<file path="src/rtl/drygascon_pkg.sv">
// Shared constants for the DryGASCON output stage: op codes, bdo type codes,
// block geometry and the output-stage FSM state encoding.
// Ports: none (package).
package drygascon_pkg;

    localparam logic [1:0] OP_ENC     = 2'd0;
    localparam logic [1:0] OP_DEC     = 2'd1;
    localparam logic [1:0] OP_TAG_OUT = 2'd2;
    localparam logic [1:0] OP_TAG_CHK = 2'd3;

    localparam logic [3:0] BDO_PT  = 4'b0100;
    localparam logic [3:0] BDO_CT  = 4'b0101;
    localparam logic [3:0] BDO_TAG = 4'b1000;

    localparam int BLK_BYTES = 16;

    typedef enum logic [1:0] {
        S_IDLE = 2'd0,
        S_OUT  = 2'd1,
        S_AUTH = 2'd2
    } state_t;

endpackage

</file>
<file path="src/rtl/drygascon_bytemask.sv">
// Byte-count to MSB-first byte mask; bit 15 covers byte 0 (block MSBs).
// Ports: nbytes (0..16, larger values saturate to all ones) -> mask.
// Combinational, no state.
module drygascon_bytemask
    import drygascon_pkg::*;
(
    input  logic [4:0]           nbytes,
    output logic [BLK_BYTES-1:0] mask
);

    always_comb begin
        mask = '0;
        for (int i = 0; i < BLK_BYTES; i++) begin
            if (i < int'(nbytes)) begin
                mask[BLK_BYTES-1-i] = 1'b1;
            end
        end
    end

endmodule

</file>
<file path="src/rtl/drygascon_bdo_unit.sv">
// DryGASCON output stage: rate^data (ENC/DEC), tag output, or tag check,
// serialised onto a CCW-wide bdo bus. First word one cycle after block accept.
// bdo outputs are registered and held while bdo_ready is low; blk_ready only in idle.
// Ports: clk/rst (async active-low); blk_* block input handshake; bdo_* word
// output handshake with type/byte-mask/end_of_block; msg_auth_* tag-check result.
module drygascon_bdo_unit
    import drygascon_pkg::*;
#(
    parameter int CCW     = 32,
    parameter int CCWdiv8 = CCW / 8,
    parameter int BLK     = 128
) (
    input  logic               clk,
    input  logic               rst,
    input  logic [BLK-1:0]     blk_r,
    input  logic [BLK-1:0]     blk_d,
    input  logic [4:0]         blk_nbytes,
    input  logic [1:0]         blk_op,
    input  logic               blk_eot,
    input  logic               blk_valid,
    output logic               blk_ready,
    output logic [CCW-1:0]     bdo,
    output logic               bdo_valid,
    input  logic               bdo_ready,
    output logic [3:0]         bdo_type,
    output logic [CCWdiv8-1:0] bdo_valid_bytes,
    output logic               end_of_block,
    output logic               msg_auth_valid,
    input  logic               msg_auth_ready,
    output logic               msg_auth
);

    localparam int NWORDS = BLK / CCW;
    localparam int CW     = (NWORDS > 1) ? $clog2(NWORDS) : 1;

    function automatic logic [CCW-1:0] word_at(input logic [BLK-1:0] r,
                                               input logic [CW-1:0]  k);
        return r[BLK-1-int'(k)*CCW -: CCW];
    endfunction

    // n+1 leading ones, MSB-first (n = (nbytes-1) % CCWdiv8).
    function automatic logic [CCWdiv8-1:0] lead_ones(input int n);
        logic [CCWdiv8-1:0] m;
        m = '0;
        for (int i = 0; i < CCWdiv8; i++) begin
            if (i <= n) begin
                m[CCWdiv8-1-i] = 1'b1;
            end
        end
        return m;
    endfunction

    state_t             state_q, state_d;
    logic [BLK-1:0]     res_q, res_d;
    logic [CW-1:0]      cnt_q, cnt_d;
    logic [CW-1:0]      last_idx_q, last_idx_d;
    logic [CCWdiv8-1:0] last_vb_q, last_vb_d;
    logic               eob_flag_q, eob_flag_d;
    logic [CCW-1:0]     bdo_q, bdo_d;
    logic               bdo_valid_q, bdo_valid_d;
    logic [3:0]         bdo_type_q, bdo_type_d;
    logic [CCWdiv8-1:0] bdo_vb_q, bdo_vb_d;
    logic               eob_q, eob_d;
    logic               auth_valid_q, auth_valid_d;
    logic               auth_q, auth_d;

    logic [4:0]           nb_eff;
    logic [4:0]           nb_m1;
    logic [BLK_BYTES-1:0] byte_mask;
    logic [BLK-1:0]       data_mask;
    logic [BLK-1:0]       xor_blk;
    logic [CW-1:0]        last_idx_new;
    logic [CCWdiv8-1:0]   last_vb_new;
    logic                 start_out;
    logic [CW-1:0]        cnt_nxt;

    // Tag ops always cover the full block; oversize counts saturate.
    always_comb begin
        if (blk_op == OP_TAG_OUT || blk_op == OP_TAG_CHK) begin
            nb_eff = 5'(BLK_BYTES);
        end else if (blk_nbytes > 5'(BLK_BYTES)) begin
            nb_eff = 5'(BLK_BYTES);
        end else begin
            nb_eff = blk_nbytes;
        end
    end

    drygascon_bytemask u_bytemask (
        .nbytes (nb_eff),
        .mask   (byte_mask)
    );

    always_comb begin
        data_mask = '0;
        for (int i = 0; i < BLK_BYTES; i++) begin
            data_mask[i*8 +: 8] = {8{byte_mask[i]}};
        end
    end

    assign xor_blk      = blk_r ^ blk_d;
    assign nb_m1        = nb_eff - 5'd1;
    assign last_idx_new = CW'(int'(nb_m1) / CCWdiv8);
    assign last_vb_new  = lead_ones(int'(nb_m1) % CCWdiv8);
    assign cnt_nxt      = cnt_q + CW'(1);

    always_comb begin
        state_d      = state_q;
        res_d        = res_q;
        cnt_d        = cnt_q;
        last_idx_d   = last_idx_q;
        last_vb_d    = last_vb_q;
        eob_flag_d   = eob_flag_q;
        bdo_d        = bdo_q;
        bdo_valid_d  = bdo_valid_q;
        bdo_type_d   = bdo_type_q;
        bdo_vb_d     = bdo_vb_q;
        eob_d        = eob_q;
        auth_valid_d = auth_valid_q;
        auth_d       = auth_q;
        start_out    = 1'b0;

        case (state_q)
            S_IDLE: begin
                if (blk_valid) begin
                    case (blk_op)
                        OP_TAG_CHK: begin
                            // Full-width reduction, no early exit on first mismatch.
                            auth_d       = ~|xor_blk;
                            auth_valid_d = 1'b1;
                            state_d      = S_AUTH;
                        end
                        OP_TAG_OUT: begin
                            res_d      = blk_r;
                            bdo_type_d = BDO_TAG;
                            eob_flag_d = 1'b1;
                            start_out  = 1'b1;
                        end
                        default: begin
                            if (nb_eff != 5'd0) begin
                                res_d      = xor_blk & data_mask;
                                bdo_type_d = (blk_op == OP_ENC) ? BDO_CT : BDO_PT;
                                eob_flag_d = blk_eot;
                                start_out  = 1'b1;
                            end
                        end
                    endcase
                end
            end
            S_OUT: begin
                if (bdo_ready) begin
                    if (cnt_q == last_idx_q) begin
                        bdo_valid_d = 1'b0;
                        eob_d       = 1'b0;
                        state_d     = S_IDLE;
                    end else begin
                        cnt_d    = cnt_nxt;
                        bdo_d    = word_at(res_q, cnt_nxt);
                        bdo_vb_d = (cnt_nxt == last_idx_q) ? last_vb_q : '1;
                        eob_d    = (cnt_nxt == last_idx_q) && eob_flag_q;
                    end
                end
            end
            S_AUTH: begin
                if (msg_auth_ready) begin
                    auth_valid_d = 1'b0;
                    auth_d       = 1'b0;
                    state_d      = S_IDLE;
                end
            end
            default: begin
                state_d = S_IDLE;
            end
        endcase

        // Word 0 is loaded at accept so it is on the bus the next cycle.
        if (start_out) begin
            state_d     = S_OUT;
            cnt_d       = '0;
            last_idx_d  = last_idx_new;
            last_vb_d   = last_vb_new;
            bdo_d       = word_at(res_d, '0);
            bdo_valid_d = 1'b1;
            bdo_vb_d    = (last_idx_new == '0) ? last_vb_new : '1;
            eob_d       = (last_idx_new == '0) && eob_flag_d;
        end
    end

    always_ff @(posedge clk or negedge rst) begin
        if (!rst) begin
            state_q      <= S_IDLE;
            res_q        <= '0;
            cnt_q        <= '0;
            last_idx_q   <= '0;
            last_vb_q    <= '0;
            eob_flag_q   <= 1'b0;
            bdo_q        <= '0;
            bdo_valid_q  <= 1'b0;
            bdo_type_q   <= '0;
            bdo_vb_q     <= '0;
            eob_q        <= 1'b0;
            auth_valid_q <= 1'b0;
            auth_q       <= 1'b0;
        end else begin
            state_q      <= state_d;
            res_q        <= res_d;
            cnt_q        <= cnt_d;
            last_idx_q   <= last_idx_d;
            last_vb_q    <= last_vb_d;
            eob_flag_q   <= eob_flag_d;
            bdo_q        <= bdo_d;
            bdo_valid_q  <= bdo_valid_d;
            bdo_type_q   <= bdo_type_d;
            bdo_vb_q     <= bdo_vb_d;
            eob_q        <= eob_d;
            auth_valid_q <= auth_valid_d;
            auth_q       <= auth_d;
        end
    end

    assign blk_ready       = (state_q == S_IDLE);
    assign bdo             = bdo_q;
    assign bdo_valid       = bdo_valid_q;
    assign bdo_type        = bdo_type_q;
    assign bdo_valid_bytes = bdo_vb_q;
    assign end_of_block    = eob_q;
    assign msg_auth_valid  = auth_valid_q;
    assign msg_auth        = auth_q;

endmodule
</file>
<file path="config.mk">
export PLATFORM = sky130hd
export DESIGN_NAME = drygascon_bdo_unit
export DESIGN_NICKNAME = d
export VERILOG_FILES = /design/src/rtl/drygascon_pkg.sv /design/src/rtl/drygascon_bytemask.sv /design/src/rtl/drygascon_bdo_unit.sv
export SDC_FILE = /design/constraint.sdc
export NUM_CORES = 1
export LEC_CHECK = 0
export CORE_MARGIN = 1
export CORE_UTILIZATION = 49
export CTS_CLUSTER_SIZE = 40
export DETAILED_ROUTE_END_ITERATION = 16
export GPL_TIMING_DRIVEN = 0
export PLACE_DENSITY = 0.81
export SLEW_MARGIN = 15
export SYNTH_ARGS = -nofsm -noshare
export SYNTH_HDL_FRONTEND = slang
export SYNTH_SLANG_ARGS = --single-unit
</file>
<file path="constraint.sdc">
create_clock -name clk -period 2.55 [get_ports clk]
set_clock_uncertainty 0.05 [all_clocks]
set_input_delay 0.6375 -clock clk [delete_from_list [all_inputs] [get_ports clk]]
set_output_delay 0.6375 -clock clk [all_outputs]
set_load 0.02 [all_outputs]
</file>
* After elaboration in Yosys (flattened, before gate mapping)
Cells that the tools add are included.
** Word-level totals
- Register bits after elaboration :: 183
- Input bits :: 269
- Output and inout bits :: 45
- Word-level logic and storage cells :: 150
** Cells by class
- Add/sub/neg operators :: 3
- Order comparisons :: 21
- Equality and inequality tests :: 15
- Shift-type cells :: 1
- Mux-type cells :: 73
- Bitwise operators :: 3
- Reductions and logical operators :: 20
** Operator list (number)
- 128-bit 2-to-1 mux :: 3
- 128-bit case mux with 2 select lines :: 1
- 159-bit by 8-bit variable part select with 32-bit output :: 1
- 128-bit AND :: 1
- 32-bit 2-to-1 mux :: 4
- 128-bit OR reduction :: 1
- 128-bit XOR :: 1
- 4-bit by 5-bit < comparator with 1-bit output, first input constant :: 8
- 1-bit 2-to-1 mux :: 40
- 4-bit 2-to-1 mux :: 7
- 3-bit by 5-bit < comparator with 1-bit output, first input constant :: 4
- 2-bit 2-to-1 mux :: 10
- 1-bit by 5-bit < comparator with 1-bit output, first input constant :: 2
- 2-bit by 5-bit < comparator with 1-bit output, first input constant :: 2
- 5-bit 2-to-1 mux :: 2
- 2-bit nonzero test :: 5
- 3-bit != test, second input constant :: 3
- 1-bit case mux with 2 select lines :: 4
- 4-bit case mux with 2 select lines :: 1
- 4-bit AND reduction :: 2
- 7-bit by 7-bit subtractor with 8-bit output, first input constant :: 1
- 2-bit equality test, second input constant :: 3
- 2-bit zero test :: 3
- 2-bit != test, second input constant :: 3
- other kinds (19) :: 24

* Logic depth before layout (Yosys ltp)
Gate-level depths: netlist of run 1.
- Depth after elaboration :: 11
- Depth in mapped cells :: 12
- Gate-level depth less buffers :: 10

* Cells and area by module
From an unflattened synthesis of run 1, not the netlist that was laid out.
** Second synthesis, totals
- Cell total of the unflattened synthesis :: 1195
- Area, all modules :: 11566.1 um^2
** Modules (own cells, without submodules)
- drygascon_bdo_unit :: instances 1, cells each 1168, area an instance 11415.9 um^2
- drygascon_bytemask :: instances 1, cells each 27, area an instance 150.1 um^2

* Least setup slack after synthesis of run 1
Ideal clock, no wire load.
- Kind :: input to register
- Start :: in blk_nbytes[4]
- End :: reg bdo_q[14] (netlist: bdo[14])
- Library setup time :: 0.082 ns
- Arrival time :: 2.551 ns
- Path slack :: -0.132 ns
- Stages :: 10
- Cell sequence :: clkbuf_1 -> nor2_1 -> and2_1 -> inv_1 -> ha_1 -> and3b_1 -> o21ai_1 -> buf_2 -> or2_2 -> a31oi_1
** Between the ends
- Word-level cells in the longest chain between the ends :: 11
** Ends and longest elaborated chain
- start: declaration :: line drygascon_bdo_unit.sv:17 : input logic [4:0] blk_nbytes,
- 5-bit > comparator :: line drygascon_bdo_unit.sv:81 : end else if (blk_nbytes > 5'(BLK_BYTES)) begin
- 5-bit 2-to-1 mux * :: line drygascon_bdo_unit.sv:81
- 5-bit 2-to-1 mux * :: line drygascon_bdo_unit.sv:79 : if (blk_op == OP_TAG_OUT || blk_op == OP_TAG_CHK) begin
- 2-bit by 5-bit < comparator with 1-bit output :: line drygascon_bytemask.sv:14 : if (i < int'(nbytes)) begin
- 1-bit 2-to-1 mux :: line drygascon_bytemask.sv:14
- 128-bit AND :: line drygascon_bdo_unit.sv:140 : res_d = xor_blk & data_mask;
- 128-bit 2-to-1 mux :: line drygascon_bdo_unit.sv:139 : if (nb_eff != 5'd0) begin
- 128-bit case mux with 2 select lines :: line drygascon_bdo_unit.sv:125 : case (blk_op)
- 128-bit 2-to-1 mux :: line drygascon_bdo_unit.sv:124 : if (blk_valid) begin
- 128-bit 2-to-1 mux :: line drygascon_bdo_unit.sv:122 : case (state_q)
- 32-bit 2-to-1 mux :: line drygascon_bdo_unit.sv:176 : if (start_out) begin
- end signal: assignment :: line drygascon_bdo_unit.sv:210 : bdo_q <= bdo_d;
- end: declaration :: line drygascon_bdo_unit.sv:59 : logic [CCW-1:0] bdo_q, bdo_d;
Mark *: on every way between the ends. The rest lies on a longest branch, timed or not. The select of a mux whose other input is x is not followed.
A chain may end at the register's enable or synchronous reset.

* Worst setup path after layout of run 1
- Start :: in blk_r[18]
- End :: reg auth_q (netlist: msg_auth)
** Between the ends
- Word-level cells in the longest chain between the ends :: 6
** Ends and longest elaborated chain
- start: declaration :: line drygascon_bdo_unit.sv:15 : input logic [BLK-1:0] blk_r,
- 128-bit XOR :: line drygascon_bdo_unit.sv:100 : assign xor_blk = blk_r ^ blk_d;
- 128-bit OR reduction :: line drygascon_bdo_unit.sv:128 : auth_d = ~|xor_blk;
- 1-bit zero test :: line drygascon_bdo_unit.sv:128
- 1-bit 2-to-1 mux :: line drygascon_bdo_unit.sv:125
- 1-bit 2-to-1 mux :: line drygascon_bdo_unit.sv:124
- 1-bit case mux with 2 select lines :: line drygascon_bdo_unit.sv:122
- end signal: assignment :: line drygascon_bdo_unit.sv:216 : auth_q <= auth_d;
- end: declaration :: line drygascon_bdo_unit.sv:65 : logic auth_q, auth_d;
No other way between the ends. The select of a mux whose other input is x is not followed.

==> results of run 1 <==
cell usage after synthesis (all sizes together), types with 2 or more instances:
master | instances | area (um2)
nand2 | 257 | 967
dfrtp | 182 | 4550
o21ai | 178 | 891
nor2 | 101 | 387
a21oi | 79 | 407
xor2 | 72 | 631
buf | 37 | 230
clkbuf | 37 | 139
a22oi | 32 | 240
xnor2 | 32 | 280
inv | 30 | 113
mux4 | 29 | 653
a31oi | 26 | 163
nor4 | 26 | 169
nand2b | 23 | 144
nand3 | 18 | 90.1
o22ai | 17 | 106
nand4 | 16 | 100
and3 | 14 | 87.6
a21o | 13 | 97.6
nand3b | 13 | 97.6
nor2b | 11 | 68.8
nor3 | 9 | 45.0
a221oi | 8 | 70.1
nor3b | 8 | 60.1
o21a | 7 | 52.6
a32oi | 6 | 52.6
mux2i | 6 | 60.1
o211ai | 5 | 37.5
o2111ai | 4 | 35.0
a22o | 3 | 26.3
ha | 3 | 37.5
mux2 | 3 | 33.8
o2bb2ai | 3 | 26.3
or2 | 3 | 18.8
or4 | 3 | 22.5
a211oi | 2 | 15.0
a221o | 2 | 20.0
a2bb2oi | 2 | 17.5
o21bai | 2 | 15.0
o221ai | 2 | 17.5
o2bb2a | 2 | 20.0
layer usage:
metal	wire length (um)	vias to the layer above	share of wire [%]
met3	7460	199	14
met2	24000	1112	44
met4	3440	0	6.3
met5	0	-	0
li1	-	5442	-
met1	19500	6074	36
worst max-delay path by stage:
| stage | to | start | slack [ns] | cells past startpoint |
|---|---|---|---|---|
| 3_3_place_gp | res_q[51] | rst | -6.91 | 1 |
| 6_report | msg_auth | blk_r[18] | -0.03 | 7 |
| 5_1_grt | bdo[29] | blk_op[1] | -0.03 | 12 |
| 2_1_floorplan | bdo[14] | blk_nbytes[4] | 0.04 | 10 |
| 4_1_cts | msg_auth | blk_r[4] | 0.002 | 7 |
| 3_5_place_dp | bdo[23] | blk_op[1] | -1.52 | 12 |
registers in the layout (all words and copies together), names as in the netlist:
signal,cells
last_vb_q,4
bdo_valid,1
bdo_type,3
cnt_q,2
res_q,128
bdo_valid_bytes,4
msg_auth,1
last_idx_q,2
eob_flag_q,1
msg_auth_valid,1
bdo,32
state_q,2
end_of_block,1
repair_timing:
| action | in CTS | in global routing |
|---|---|---|
| pin swaps | 20 | 19 |
| endpoints found under the setup margin | 176 | 170 |
| hold buffers | 1 | 0 |
| endpoints found under the hold margin | 16 | 0 |
| setup buffers | 11 | 1 |
| resized for setup | 102 | 78 |
critical path, stage by stage:
cell and delay, ns:
dlygate4sd2_1 0.29, xnor2_2 0.29, nand4_1 0.19, nor4_4 0.39
nand4_1 0.34, or4_4 0.63, o21ai_2 0.13
area by class of cell:
class                           count  area share (%)
Antenna cell                        3          0.0465
Buffer                             73            2.84
Clock buffer                       18            2.72
Clock inverter                     14            1.15
Inverter                           30           0.697
Multi-Input combinational cell   1049            41.6
Sequential cell                   182            28.2
Tap cell                          285            2.21
Timing Repair Buffer              327            20.5
metrics by stage:
step,cell area [um2],instances
global placement,14900,1932
detailed placement,14900,1934
floorplan,11400,1335
CTS,16000,1977
global route,16100,1978
finish,16100,1981
cells by family (layout without fill, tap and decap cells):
group,count (synthesis),after routing,share of synthesized area [%]
other,1,4,0.0329
AND/OR/NAND/NOR,508,508,20.4
AO/OA/AOI/OAI,395,395,20.5
XOR/XNOR,104,104,7.99
flip-flops,182,182,40.0
buffers and inverters,104,462,4.23
adder cells (fa/ha/maj),3,3,0.329
multiplexers,38,38,6.56
report_power, final:
group          internal (mW)  switching (mW)  leakage, nW
combinational           2.86            3.71         4.43
clock                   1.53            1.36        0.309
sequential              4.25            1.14         2.25
total                   8.64            6.21         6.99
layout by cell type (no fill, tap or decap), types with 8 or more instances in the layout:
cell / netlist / routed
o22ai_1: 17 / 17
clkdlybuf4s50_1: 0 / 263
buf_2: 28 / 18
clkbuf_16: 0 / 17
xnor2_2: 0 / 8
nor4_1: 25 / 17
a21o_1: 13 / 13
nand2b_1: 23 / 18
nand4_1: 16 / 16
inv_1: 30 / 30
a31oi_1: 26 / 24
dlymetal6s2s_1: 0 / 31
and3_1: 14 / 13
dfrtp_1: 182 / 182
clkbuf_1: 37 / 19
xnor2_1: 32 / 23
o21ai_0: 169 / 163
nor3_1: 9 / 8
mux4_2: 29 / 29
nand2_1: 256 / 255
clkbuf_2: 0 / 20
a21oi_2: 0 / 9
o21ai_1: 9 / 10
nand3b_1: 13 / 13
xor2_1: 72 / 72
a22oi_1: 32 / 32
nor2b_1: 11 / 11
nand3_1: 18 / 18
nor2_1: 100 / 97
a21oi_1: 78 / 67
buf_4: 1 / 21
nor3b_1: 8 / 8
==> results.toml, run 1 <==
[outcome]
status = "finished, violations left"
violations = "setup timing"

[global_route]
antenna_found_initial = 5
grt_pass1_wl_mm = 78.5
grt_usage_pct = 45.8
grt_start_max_net_pins = 88
met1_usage_pct = 57.7
met2_usage_pct = 71.1
grt_overflow = 0
met3_usage_pct = 13.1
grt_pass1_vias = 12400
busiest_layer = "met2"

[die]
placementRows = 55
io_pins = 314
start_util_pct = 50.2
core_mm2 = 0.0227
die-area_mm2 = 0.0239
fp.dieW_um = 154
die_h_um = 154

[timing]
worst_slew_pin_slew_ns = 0.883
post-route-period-util_pct = 101
holdWs_ns = 0.424
timing.setup.tns_ns = -0.0559
period_minus_slack_ns = 2.58
hold_viol_final = 0
setup_viol = 2
worst_slack_ns = -0.0299
fmax_mhz = 388
slew_headroom_pct = 41.1
slew_violations = 0

[routing]
finalWirelength_mm = 54.3
drtAntennaViolNets = 0
first_pass_iters = 6
wire_per_inst_um = 27.4
drtIter0Drc = 1617
dr_total_vias = 12800
viasPerCell = 6.48
remaining_drc_errors = 0

[clock_tree]
clockRootBuffer = "clkbuf_16"
cts_made_buffers = 17
cts_buffer_depth = 2
clkTransAtPathRegs_ns = 0.08
insertion_delay_ns = 0.45
cts_tree = "built"
cts_max_level = 4
clock_sinks = 182

[min_path]
hp-class = "flip-flop to flip-flop"
hold_end = "last_vb_q[0]"
hold_depth = 2
min_from = "last_vb_q[0]"

[setup_path]
worstReg2RegEnd = "res_q[57]"
r2r-start = "state_q[0]"
crit_arrival_ns = 2.90
crit_required_ns = 2.87
crit_path_start_kind = "input port"
cp-end-kind = "flip-flop"
r2r_cells = 7
regToRegSetupSlack_ns = 0.18
critPathKind = "input port to flip-flop"
critPathMaxFanout = 3

[final_layout]
area_growth_pct = 41.7
multi_input_area_mm2 = 0.00671
ff_latch_area_mm2 = 0.00455
layout-drive-gt1-share_pct = 12.0
utilization_pct = 71.1
nFillCells = 1757
final_nets = 1952

[synthesis]
synth_area_per_cell_um2 = 8.53
synth_cell_types = 60
syn-instance-count = 1335
synth-seq-area-share_pct = 40.0
yosysWarnings = 0
synth_flop_cell = "dfrtp_1"
ys_seq_elements = 182
synth_nets = 1607
synth_edf_count = 0
synthArstFlopShare_pct = 100
synth_area_mm2 = 0.0114

[flow_run]
cap_violations = 0

[placed_design]
dp_hpwl_mm = 42.5
pre_cts_ws_ns = -1.52
routabilityCongestion = 1.04
portBuffers = 312

[power]
p_leak_nw = 6.99
power_mw = 14.9
ir_drop_uv = 522
power_density_mw_per_mm2 = 920
Note: power is estimated with default switching activity, not from simulation.
==> run 2: changes to the inputs <==
--- a/config.mk
+++ b/config.mk
@@ -5,12 +5,14 @@
 export SDC_FILE = /design/constraint.sdc
 export NUM_CORES = 1
 export LEC_CHECK = 0
+export ABC_AREA = 0
 export CORE_MARGIN = 1
-export CORE_UTILIZATION = 49
+export CORE_UTILIZATION = 45
+export CTS_BUF_LIST = sky130_fd_sc_hd__clkbuf_16
 export CTS_CLUSTER_SIZE = 40
 export DETAILED_ROUTE_END_ITERATION = 16
 export GPL_TIMING_DRIVEN = 0
-export PLACE_DENSITY = 0.81
+export PLACE_DENSITY = 0.79
 export SLEW_MARGIN = 15
 export SYNTH_ARGS = -nofsm -noshare
 export SYNTH_HDL_FRONTEND = slang
==> constraint.sdc (replaced) <==
create_clock -name clk -period 2.3 [get_ports clk]
set_clock_uncertainty 0.05 [all_clocks]
set_input_delay 0.575 -clock clk [delete_from_list [all_inputs] [get_ports clk]]
set_output_delay 0.575 -clock clk [all_outputs]
set_load 0.02 [all_outputs]
==> run 2 against run 1 <==
- the run still ends with setup timing left
- largest power group unchanged
- final cell count up 2.3%
- clock-buffer cell count is 1 lower
- via count fell by 0.64%
- critical path depth unchanged
- wire length down 1.3%
- combinational power is 13% higher
- cell area grew 1.5%
- die area grew 8.8%
- sequential cell count unchanged
- total power is 10% higher
- sequential share of layout area shrank 0.42 points
- setup slack got worse by 0.076 ns
- highest routed layer is now met5
- largest cell class unchanged
==> results.toml, run 2 (same netlist as run 1, synthesis figures left out) <==
[outcome]
status = "finished, violations left"
violations = "setup timing"

[timing]
worst_slew_pin_slew_ns = 0.933
fmax_mhz = 416
timing.setup.tns_ns = -0.109
slew_headroom_pct = 37.8
period_minus_slack_ns = 2.41
worst_slack_ns = -0.105
hold_viol_final = 0
slew_violations = 0
post-route-period-util_pct = 105
rsz0062_at_grt = "true"
setup_viol = 2

[die]
die_h_um = 161
core_mm2 = 0.0246
start_util_pct = 46.3
fp.dieW_um = 161
die-area_mm2 = 0.0260
placementRows = 57
io_pins = 314

[routing]
remaining_drc_errors = 0
met2_wirelength_mm = 23.4
finalWirelength_mm = 53.6
dr_total_vias = 12700
wire_per_inst_um = 26.5
highest_layer = "met5"
viasPerCell = 6.29
wl_met1_mm = 19.6
drtIter0Drc = 1670
drtAntennaViolNets = 0
first_pass_iters = 7
wl_met3_mm = 7.25

[final_layout]
area_growth_pct = 43.9
ff_latch_area_mm2 = 0.00456
stdcell_area_mm2 = 0.0164
antenna_cells = 0
final_cell_mix = "255 x nand2_1, 250 x clkdlybuf4s50_1, 181 x dfrtp_1, 154 x o21ai_0, 96 x nor2_1"
utilization_pct = 66.6
top_register = "res_q"
nFillCells = 2069
largest_reg_flops = 128
layout-drive-gt1-share_pct = 15.5
final_common_cell = "nand2_1"
final_nets = 1961
multi_input_area_mm2 = 0.00691

[global_route]
grt_start_max_net_pins = 100
grt_overflow = 0
grt_pass1_wl_mm = 77.3
grt_pass1_vias = 12100
grt_usage_pct = 41.4
antenna_found_initial = 1

[placed_design]
portBuffers = 312
dp_hpwl_mm = 41.6
routabilityCongestion = 1.03
dpl-instance-area_mm2 = 0.0150
pre_cts_ws_ns = -1.51

[clock_tree]
clockRootBuffer = "clkbuf_16"
insertion_delay_ns = 0.45
clkTransAtPathRegs_ns = 0.08
cts_buffer_depth = 2
cts_made_buffers = 17
clock_sinks = 182
cts_tree = "built"
hold_buffers = 0
cts_max_level = 4

[power]
power_density_mw_per_mm2 = 997
ir_drop_uv = 595
p_leak_nw = 7.00

[setup_path]
crit_arrival_ns = 2.73
cp-end-kind = "flip-flop"
crit_path_start_kind = "input port"
critPathMaxFanout = 2
critPathKind = "input port to flip-flop"
crit_required_ns = 2.63

[flow_run]
cap_violations = 0

[min_path]
hp-class = "input port to async pin"
-- run 2: cell types whose count changed in the layout (fill, tap and decap cells not counted), moves of 4 or more --
cell,before,now
dlymetal6s2s_1,31,12
buf_4,21,36
clkbuf_2,20,35
clkdlybuf4s50_1,263,250
buf_2,18,7
clkdlybuf4s15_1,0,10
o21ai_0,163,154
o21ai_1,10,18
buf_6,7,13
clkbuf_4,3,9
xnor2_1,23,17
clkbuf_1,19,14
nor4_1,17,12
nor4_2,5,9
-- run 2: timing repair --
item,in CTS,in global routing
buffers inserted,16,6
cloned,1,0
endpoints found under the setup margin,176,160
gates resized for setup,161,169
pin swaps,30,39
-- run 2: worst paths after layout --
path	from	end	slack [ns]	cells past startpoint
max	blk_r[15]	msg_auth	-0.11	7
min	rst	bdo[31]	0.08	1
max reg2reg	state_q[0]	res_q[75]	0.02	8
min reg2reg	res_q[38]	res_q[38]	0.43	2
max in group asynchronous	rst	bdo[23]	1.20	2
min in group clk	blk_r[83]	res_q[83]	0.35	3
-- run 2: report_power, final --
group | internal [mW] | switching [mW]
sequential | 4.72 | 1.23
clock | 1.46 | 1.53
combinational | 3.29 | 4.12
total | 9.46 | 6.88
-- run 2: critical path, cell delays in order --
cell and delay (ns):
clkdlybuf4s50_1 0.46, xor2_1 0.22, nor4_2 0.46, nand4_1 0.24, nor4_2 0.34, nand4_1 0.27
o21ai_2 0.18
-- run 2: stage by stage --
step / hold WS [ns] / cells / power [mW]
finish: 0.0773 / 2026 / 16.3
floorplan: 0.229 / 1335 / 9.38
CTS: 0.103 / 2020 / 15.9
global route: 0.125 / 2026 / 16.9
detailed placement: 0.406 / 1972 / 12.7
global placement: 0.399 / 1971 / 12.6
-- run 2: final cells by class --
cell class                      count  area share [%]
Timing Repair Buffer              336            20.1
Inverter                           30           0.687
Multi-Input combinational cell   1049            42.2
Tap cell                          324            2.47
Sequential cell                   182            27.8
Clock inverter                     15           0.939
Clock buffer                       17            2.60
Buffer                             73            3.21
-- run 2: metal layers --
metal	up-vias	GRT usage, %
li1	5471	-
met1	6030	53.9
met2	1050	63.6
met3	192	10.8
met4	2	21.1
met5	-	0
